## src/rtl/watch_timekeeper.sv

```systemverilog
// Watch timekeeper: BCD time of day with set mode, a mm:ss stopwatch with a
// split register, a registered two-digit-pair display mux and an alarm.
module watch_timekeeper #(
   parameter int CLKS_PER_SEC = 1
) (
   input  logic       clk,
   input  logic       rst,
   input  logic       en_sec_normal,
   input  logic       en_sec_sw,
   input  logic       sw_clear,
   input  logic       save_split,
   input  logic [7:0] set_hh,
   input  logic [7:0] set_mm,
   input  logic [7:0] alarm_hh,
   input  logic [7:0] alarm_mm,
   input  logic       alarm_en,
   input  logic       alarm_ack,
   input  logic       sel_hr,
   input  logic       sel_min,
   input  logic       sel_hr_sw,
   input  logic       sel_min_sw,
   output logic [7:0] time_hh,
   output logic [7:0] time_mm,
   output logic [7:0] time_ss,
   output logic [7:0] disp_hh,
   output logic [7:0] disp_mm,
   output logic       alarm_ring
);

   localparam int PW = (CLKS_PER_SEC > 1) ? $clog2(CLKS_PER_SEC) : 1;
   localparam logic [PW-1:0] PRESC_LAST = PW'(CLKS_PER_SEC - 1);

   // Two-digit BCD increment that wraps to 00 after 'last'.
   function automatic logic [7:0] bcd_inc(input logic [7:0] v, input logic [7:0] last);
      logic [7:0] r;
      if (v == last)
         r = 8'h00;
      else if (v[3:0] == 4'd9)
         r = {v[7:4] + 4'd1, 4'd0};
      else
         r = {v[7:4], v[3:0] + 4'd1};
      return r;
   endfunction

   function automatic logic legal_mm(input logic [7:0] v);
      return (v[7:4] <= 4'd5) && (v[3:0] <= 4'd9);
   endfunction

   function automatic logic legal_hh(input logic [7:0] v);
      return (v[3:0] <= 4'd9) &&
             ((v[7:4] <= 4'd1) || ((v[7:4] == 4'd2) && (v[3:0] <= 4'd3)));
   endfunction

   logic [PW-1:0] presc_reg;
   logic          sec_tick;
   logic [7:0]    hh_next, mm_next, ss_next;
   logic          alarm_hit;
   logic [5:0]    ring_cnt_reg;
   logic [7:0]    sw_mm_reg, sw_ss_reg, split_mm_reg, split_ss_reg;
   logic          save_prev_reg;

   assign sec_tick = (presc_reg == PRESC_LAST);

   // Prescaler: free-running divider, parked at zero while the time is being set.
   always_ff @(posedge clk) begin
      if (rst || !en_sec_normal)
         presc_reg <= '0;
      else if (sec_tick)
         presc_reg <= '0;
      else
         presc_reg <= presc_reg + PW'(1);
   end

   // Next time of day: load legal set fields in set mode, else advance on tick.
   always_comb begin
      hh_next = time_hh;
      mm_next = time_mm;
      ss_next = time_ss;
      if (!en_sec_normal) begin
         if (legal_hh(set_hh)) hh_next = set_hh;
         if (legal_mm(set_mm)) mm_next = set_mm;
         ss_next = 8'h00;
      end else if (sec_tick) begin
         ss_next = bcd_inc(time_ss, 8'h59);
         if (time_ss == 8'h59) begin
            mm_next = bcd_inc(time_mm, 8'h59);
            if (time_mm == 8'h59)
               hh_next = bcd_inc(time_hh, 8'h23);
         end
      end
   end

   // Only a counting tick can trigger, so a set-mode load never rings.
   assign alarm_hit = en_sec_normal && sec_tick && alarm_en &&
                      (hh_next == alarm_hh) && (mm_next == alarm_mm) && (ss_next == 8'h00);

   // Time-of-day registers.
   always_ff @(posedge clk) begin
      if (rst) begin
         time_hh <= 8'h00;
         time_mm <= 8'h00;
         time_ss <= 8'h00;
      end else begin
         time_hh <= hh_next;
         time_mm <= mm_next;
         time_ss <= ss_next;
      end
   end

   // Alarm ring: ack/disable beat a trigger; self-clears on the 60th tick after it.
   always_ff @(posedge clk) begin
      if (rst) begin
         alarm_ring   <= 1'b0;
         ring_cnt_reg <= '0;
      end else if (alarm_ack || !alarm_en) begin
         alarm_ring   <= 1'b0;
         ring_cnt_reg <= '0;
      end else if (alarm_hit) begin
         alarm_ring   <= 1'b1;
         ring_cnt_reg <= '0;
      end else if (alarm_ring && sec_tick) begin
         if (ring_cnt_reg == 6'd59) begin
            alarm_ring   <= 1'b0;
            ring_cnt_reg <= '0;
         end else begin
            ring_cnt_reg <= ring_cnt_reg + 6'd1;
         end
      end
   end

   // Edge detector for the split capture.
   always_ff @(posedge clk) begin
      if (rst)
         save_prev_reg <= 1'b0;
      else
         save_prev_reg <= save_split;
   end

   // Stopwatch and split: clear wins; split grabs the pre-increment value.
   always_ff @(posedge clk) begin
      if (rst || sw_clear) begin
         sw_mm_reg    <= 8'h00;
         sw_ss_reg    <= 8'h00;
         split_mm_reg <= 8'h00;
         split_ss_reg <= 8'h00;
      end else begin
         if (sec_tick && en_sec_sw) begin
            sw_ss_reg <= bcd_inc(sw_ss_reg, 8'h59);
            if (sw_ss_reg == 8'h59)
               sw_mm_reg <= bcd_inc(sw_mm_reg, 8'h59);
         end
         if (save_split && !save_prev_reg) begin
            split_mm_reg <= sw_mm_reg;
            split_ss_reg <= sw_ss_reg;
         end
      end
   end

   // Display channel 0 drives disp_hh, channel 1 drives disp_mm.
   logic [7:0] sw_val    [2];
   logic [7:0] split_val [2];
   logic [7:0] tod_val   [2];
   logic [7:0] set_val   [2];
   logic       sel_sw    [2];
   logic       sel_tod   [2];

   assign sw_val[0]    = sw_mm_reg;
   assign sw_val[1]    = sw_ss_reg;
   assign split_val[0] = split_mm_reg;
   assign split_val[1] = split_ss_reg;
   assign tod_val[0]   = time_hh;
   assign tod_val[1]   = time_mm;
   assign set_val[0]   = set_hh;
   assign set_val[1]   = set_mm;
   assign sel_sw[0]    = sel_hr_sw;
   assign sel_sw[1]    = sel_min_sw;
   assign sel_tod[0]   = sel_hr;
   assign sel_tod[1]   = sel_min;

   genvar gi;
   generate
      for (gi = 0; gi < 2; gi++) begin : g_disp
         logic [7:0] disp_reg;
         // Registered display mux: stopwatch/split, then time of day, then set value.
         always_ff @(posedge clk) begin
            if (rst)
               disp_reg <= 8'h00;
            else if (sel_sw[gi])
               disp_reg <= save_split ? split_val[gi] : sw_val[gi];
            else if (sel_tod[gi])
               disp_reg <= tod_val[gi];
            else
               disp_reg <= set_val[gi];
         end
      end
   endgenerate

   assign disp_hh = g_disp[0].disp_reg;
   assign disp_mm = g_disp[1].disp_reg;

endmodule

```

## config.mk

```make
export PLATFORM = sky130hd
export DESIGN_NAME = watch_timekeeper
export DESIGN_NICKNAME = d
export VERILOG_FILES = /design/src/rtl/watch_timekeeper.sv
export SDC_FILE = /design/constraint.sdc
export NUM_CORES = 1
export LEC_CHECK = 0
export ABC_AREA = 0
export BUFFER_PORTS_ARGS = -buffer_cell sky130_fd_sc_hd__buf_2
export CORE_MARGIN = 1.5
export CORE_UTILIZATION = 53
export CTS_BUF_LIST = sky130_fd_sc_hd__clkbuf_8
export CTS_CLUSTER_DIAMETER = 150
export DETAILED_ROUTE_END_ITERATION = 10
export PLACE_DENSITY = 0.79
export RECOVER_POWER = 25
export SYNTH_ARGS = -nofsm -noshare
export SYNTH_HDL_FRONTEND = slang
export SYNTH_SLANG_ARGS = --single-unit
```

## constraint.sdc

```tcl
create_clock -name clk -period 2.6 [get_ports clk]
set_input_delay 0.13 -clock clk [delete_from_list [all_inputs] [get_ports clk]]
set_output_delay 0.13 -clock clk [all_outputs]
set_load 0.03 [all_outputs]
```

==> results.cfg, run 1 <==
[critical_path]
path_class = reg -> reg
cp-start-kind = flop
cp.arrival_ns = 2.94
setup.worst_path.end_class = flop
reg2regPathDepth = 13
ff2ff_setup_slack_ns = -0.11
critical_path_buf_inv_count = 4
crit_path_frequent_cell = buf_4
r2r-end = ring_cnt_reg[0]$_SDFFE_PP0P_
critPathSlowestCell = dfxtp_4
critical_path.max_fanout = 7
worstSetupStartpoint = time_ss[5]$_SDFF_PP0_
cp_slowest_stage_delay_ns = 0.37
cp.depth = 13
crit_end = ring_cnt_reg[0]$_SDFFE_PP0P_
path_cells = inv_4 > ha_4 > nand3b_1 > buf_4 > buf_4 > nor3_2 > a211oi_1 > a311o_1 > xnor2_1 > a211o_1 > nor4_4 > buf_4 > nor4_1
r2r_start = time_ss[5]$_SDFF_PP0_
path_delay_family = compound AO/OA/AOI/OAI gates
crit_required_ns = 2.83

[global_routing]
overflow = 0
grt_max_degree = 37
antenna_found_initial = 0
grt.total_usage = 0.289
grt_pass1_vias = 4780
grt_first_pass_wirelength_um = 22800

[die]
die_h_um = 98.5
chipWidth_um = 98.5
die_area_mm2 = 0.00970
core.rowCount = 34
io_pins = 85
start_util = 0.552
core-area_mm2 = 0.00876

[pwr]
finalPower_w = 0.00271
p_per_area_mw_per_mm2 = 438
peakVddDrop_uv = 334
leakagePower_nw = 2.46

[sta]
fin_setup_tns_ns = -0.685
fin_skew_ns = 0.0167
holdWs_ns = 0.163
finalSetupViolCount = 7
worst_slew_pin_slew_ns = 1.73
hold_viol_final = 0
layout_setup_ws_ns = -0.114
maxSlewHeadroom = -0.152
post-route-period-util = 1.04
fmax_mhz = 368
fin_crit_ns = 2.71
grt_setup_unrepaired = true
report.final.slew_viol_count = 37

[layout]
final_cell_mix = buf_4, buf_2, dfxtp_1
area_growth_pct = 28.2
final_common_cell = buf_4
stdcell_area_mm2 = 0.00620
n_antenna_cell = 0
fill_cells = 707
fin_nets = 786
layout-drive-gt1-share = 0.288

[place]
dpl_cell_area_mm2 = 0.00589
pre_cts_slack_ns = -0.0999
dp_hpwl_um = 10600
gp_congestion = 0.947
port_buffers = 84

[synthesis]
synth_fp_nets = 646
yosysUniqueCellTypes = 73
synth_edf_count = 0
async_flop_share = 0
synth_flop_cell = dfxtp_1
syn-mean-instance-area_um2 = 8.29
ys_ff_latch = 81
netlist_area_mm2 = 0.00483
yosys_warnings = 0
yosysSeqAreaShare = 0.335
synth_cells = 583

[outcome]
violations = capacitance limit, slew limit, setup timing
status = finished, violations left

[detailed_routing]
drc = 0
drt_iter0_drc = 295
first_pass_iters = 5
wirelength_um = 14000
post_drt_wl_per_cell_um = 16.8
vias_per_cell = 5.91
dr_total_vias = 4939
ant_nets = 0

[clocking]
cts_sinks = 81
clk_latency_ns = 0.37
clk_pin_slew_ns = 0.10
cts-root-buf = clkbuf_8
htreeDepth = 3
cts_tree = done
holdBufCountCts = 0
cts_made_buffers = 9
clock_path_buffers = 2

[flow_run]
drv_cap = 1

[min_path]
hp-class = in -> reg
-- where the power goes --
part | switching (W) | total [W] | internal (W)
clock network | 0.000525 | 0.000988 | 0.000464
registers | 0.0000191 | 0.00128 | 0.00126
logic | 0.000268 | 0.000443 | 0.000174
total | 0.000812 | 0.00271 | 0.00190
-- logic make-up (layout without fill, tap and decap cells) --
| family | after synthesis | in the layout | share of synthesized area |
|---|---|---|---|
| simple gates | 232 | 232 | 0.256 |
| compound gates | 154 | 154 | 0.217 |
| flops | 81 | 81 | 0.335 |
| buf+inv | 44 | 189 | 0.0388 |
| mux | 30 | 30 | 0.0629 |
| xor+xnor | 22 | 22 | 0.0399 |
| fa+ha+maj | 19 | 19 | 0.0492 |
| other cells | 1 | 1 | 0.000776 |
-- worst min path at each step --
stage	from	cells after the start	end	slack (ns)
floorplan	alarm_en	2	ring_cnt_reg[2]$_SDFFE_PP0P_	0.38
global placement	split_ss_reg[2]$_SDFFE_PP0P_	2	split_ss_reg[2]$_SDFFE_PP0P_	0.44
detailed placement	split_ss_reg[1]$_SDFFE_PP0P_	2	split_ss_reg[1]$_SDFFE_PP0P_	0.45
CTS	alarm_en	3	ring_cnt_reg[1]$_SDFFE_PP0P_	0.15
global route	alarm_en	3	ring_cnt_reg[1]$_SDFFE_PP0P_	0.18
finish	alarm_en	3	ring_cnt_reg[1]$_SDFFE_PP0P_	0.16
-- tightest hold or removal path: cells and delay by family --
| family | cells | cell delay, ns |
|---|---|---|
| buf+inv | 1 | 0.10 |
| simple gates | 2 | 0.25 |
-- area by class of cell --
class                           count  area [µm²]  share of cell area
Sequential cell                    81        1660               0.268
Multi-Input combinational cell    458        3170               0.511
Clock inverter                      7        86.3              0.0139
Inverter                           16        62.6              0.0101
Timing Repair Buffer              157         962               0.155
Clock buffer                        9         124              0.0200
Tap cell                          108         135              0.0218
-- Yosys cell counts, drive strengths merged (4+ instances only) --
master | n | area (µm²)
nand2 | 51 | 191
inv | 16 | 60.1
nand3b | 4 | 30.0
buf | 7 | 48.8
nor4 | 11 | 90.1
nand2b | 7 | 43.8
a21oi | 50 | 250
ha | 19 | 238
nand4 | 7 | 43.8
xnor2 | 11 | 96.3
a31oi | 4 | 25.0
a211oi | 39 | 293
clkbuf | 21 | 78.8
o21ai | 19 | 95.1
mux2i | 27 | 270
or3 | 4 | 25.0
nor2b | 36 | 225
dfxtp | 81 | 1620
nand3 | 17 | 85.1
nor3 | 21 | 115
and3b | 5 | 43.8
xor2 | 11 | 96.3
nor2 | 51 | 191
-- layer usage --
metal  track usage  wire length, µm  up-vias
li1              -                -     2418
met1         0.360             5820     2288
met2         0.501             6850      191
met3        0.0504              937       42
met4         0.104              396        0
met5             0                0        -
-- timing repair --
action,CTS,global route
gates resized for setup,7,8
endpoints found under the setup margin,7,7
pin swaps,2,5
setup buffers,0,5
-- stage by stage --
step                      cells  utilization
final                       836        0.707
after global routing        836        0.707
after CTS                   831        0.699
after detailed placement    815        0.672
after global placement      815        0.672
after floorplan             583            -
Power figures use the tool's default switching activity.
==> run 2, diff against run 1 <==
Settings changed: CORE_UTILIZATION 53 to 45, PLACE_DENSITY 0.79 to 0.69.
==> run 2 against run 1 <==
The run ends with setup timing left. Clock power down 15%. Combinational power down 2%. Utilization down 12 points. Power down 5.9%. Critical path depth down 2. Non-clock buffer count down 11. Global-route usage down 3.6 points. Clock skew down 0.0062 ns. First-iteration DRC count up 25%. Sequential share of layout area up 0.69 points. Via count up 0.14%. Final cell count up 2.0%. Largest power group unchanged.
==> results.cfg, run 2 (synthesized netlist as in run 1, its figures left out) <==
[detailed_routing]
post_drt_wl_per_cell_um = 16.6
vias_per_cell = 5.80
dr_total_vias = 4946
wirelength_um = 14100
drt_iter0_drc = 370
first_pass_iters = 5
drc = 0
ant_nets = 0

[place]
gp_congestion = 0.929
dp.cells = 836
dpl_cell_area_mm2 = 0.00586
dp_hpwl_um = 10900
port_buffers = 84

[clocking]
htreeDepth = 3
cts_tree = done
cts_sinks = 81
cts_made_buffers = 9
cts-root-buf = clkbuf_8
clk_pin_slew_ns = 0.09
clk_latency_ns = 0.36
holdBufCountCts = 0
clock_path_buffers = 2

[layout]
final_cells = 853
n_antenna_cell = 0
final_cell_mix = dfxtp_1, buf_2, buf_4
fin_nets = 775
stdcell_area_mm2 = 0.00604
layout-drive-gt1-share = 0.261
fill_cells = 966
area_growth_pct = 25.0

[pwr]
combPwrFrac = 0.169
p_seq_frac = 0.502
internal-power_w = 0.00178
p_sw_w = 0.000776
p_per_area_mw_per_mm2 = 422
leakagePower_nw = 2.37
peakVddDrop_uv = 221
sw_frac_of_total = 0.304
pwr-share-clk = 0.328

[global_routing]
antenna_found_initial = 0
grt_max_degree = 30
grt_pass1_vias = 4769
overflow = 0
grt_first_pass_wirelength_um = 23000
grt.total_usage = 0.253

[die]
start_util = 0.466
die_h_um = 107
core.rowCount = 37
io_pins = 85
chipWidth_um = 107
die_area_mm2 = 0.0114
core-area_mm2 = 0.0104

[critical_path]
crit_required_ns = 2.82
setup.worst_path.end_class = flop
path_class = reg -> reg
critical_path.max_fanout = 7
cp.arrival_ns = 2.96
ff2ff_setup_slack_ns = -0.14
cp-start-kind = flop

[sta]
maxSlewHeadroom = 0.124
layout_setup_ws_ns = -0.137
report.final.slew_viol_count = 0
holdWs_ns = 0.177
hold_viol_final = 0
fin_skew_ns = 0.0104
post-route-period-util = 1.05
finalSetupViolCount = 7
worst_slew_pin_slew_ns = 1.31
fmax_mhz = 365
fin_crit_ns = 2.74
grt_setup_unrepaired = true

[outcome]
status = finished, violations left
violations = setup timing

[flow_run]
drv_cap = 0

[min_path]
hp-class = in -> reg
## run 2: per-stage QoR
stage	power, W	setup TNS, ns	util	setup slack, ns
floorplan	0.00157	-0.838	-	-0.131
global placement	0.00173	-0.445	0.565	-0.0751
detailed placement	0.00174	-0.920	0.565	-0.149
CTS	0.00257	-0.552	0.582	-0.0926
global route	0.00265	-1.46	0.583	-0.224
finish	0.00255	-0.851	0.583	-0.137
## run 2: worst max-delay path, cell delays in order, from the launching register on
cell and delay, ns:
dfxtp_4 0.35, inv_2 0.05, ha_4 0.14, and4bb_2 0.29
nand4_1 0.16, or3_1 0.35, nand3_2 0.09, mux2_4 0.30
a2111o_1 0.34, nor4_4 0.30, buf_4 0.19, nor4_1 0.05
## run 2: path summary, 6_finish.rpt
path	startpoint	end	cells past startpoint
worst max-delay path	time_ss[1]$_SDFF_PP0_	ring_cnt_reg[0]$_SDFFE_PP0P_	11
worst min-delay path	alarm_en	ring_cnt_reg[3]$_SDFFE_PP0P_	3
worst max register to register	time_ss[1]$_SDFF_PP0_	ring_cnt_reg[0]$_SDFFE_PP0P_	11
worst min register to register	split_ss_reg[2]$_SDFFE_PP0P_	split_ss_reg[2]$_SDFFE_PP0P_	2
## run 2: repair_timing
item                       4_1_cts  5_1_grt
gates resized for setup          3        3
setup endpoints to repair        7        7
pin swaps                        3        2
buffers inserted                 0        1
## run 2: layout make-up
type | count | area, µm² | area share
Clock buffer | 9 | 124 | 0.0205
Multi-Input combinational cell | 458 | 3120 | 0.516
Tap cell | 136 | 170 | 0.0282
Timing Repair Buffer | 146 | 861 | 0.143
Inverter | 16 | 62.6 | 0.0104
Sequential cell | 81 | 1660 | 0.275
Clock inverter | 7 | 48.8 | 0.00808
## run 2: layer usage
metal,vias up,global-route usage,wire (µm)
met1,2359,0.320,6140
met4,0,0.118,405
met2,161,0.429,6750
met3,27,0.0292,824
met5,-,0,0
li1,2399,-,-
## run 2: power groups by stage
stage	clock (W)	sequential (W)	combinational, W
floorplan	0	0.00136	0.000205
CTS	0.000862	0.00128	0.000431
global placement	0	0.00131	0.000421
detailed placement	0	0.00131	0.000426
global route	0.000904	0.00128	0.000464
finish	0.000838	0.00128	0.000432
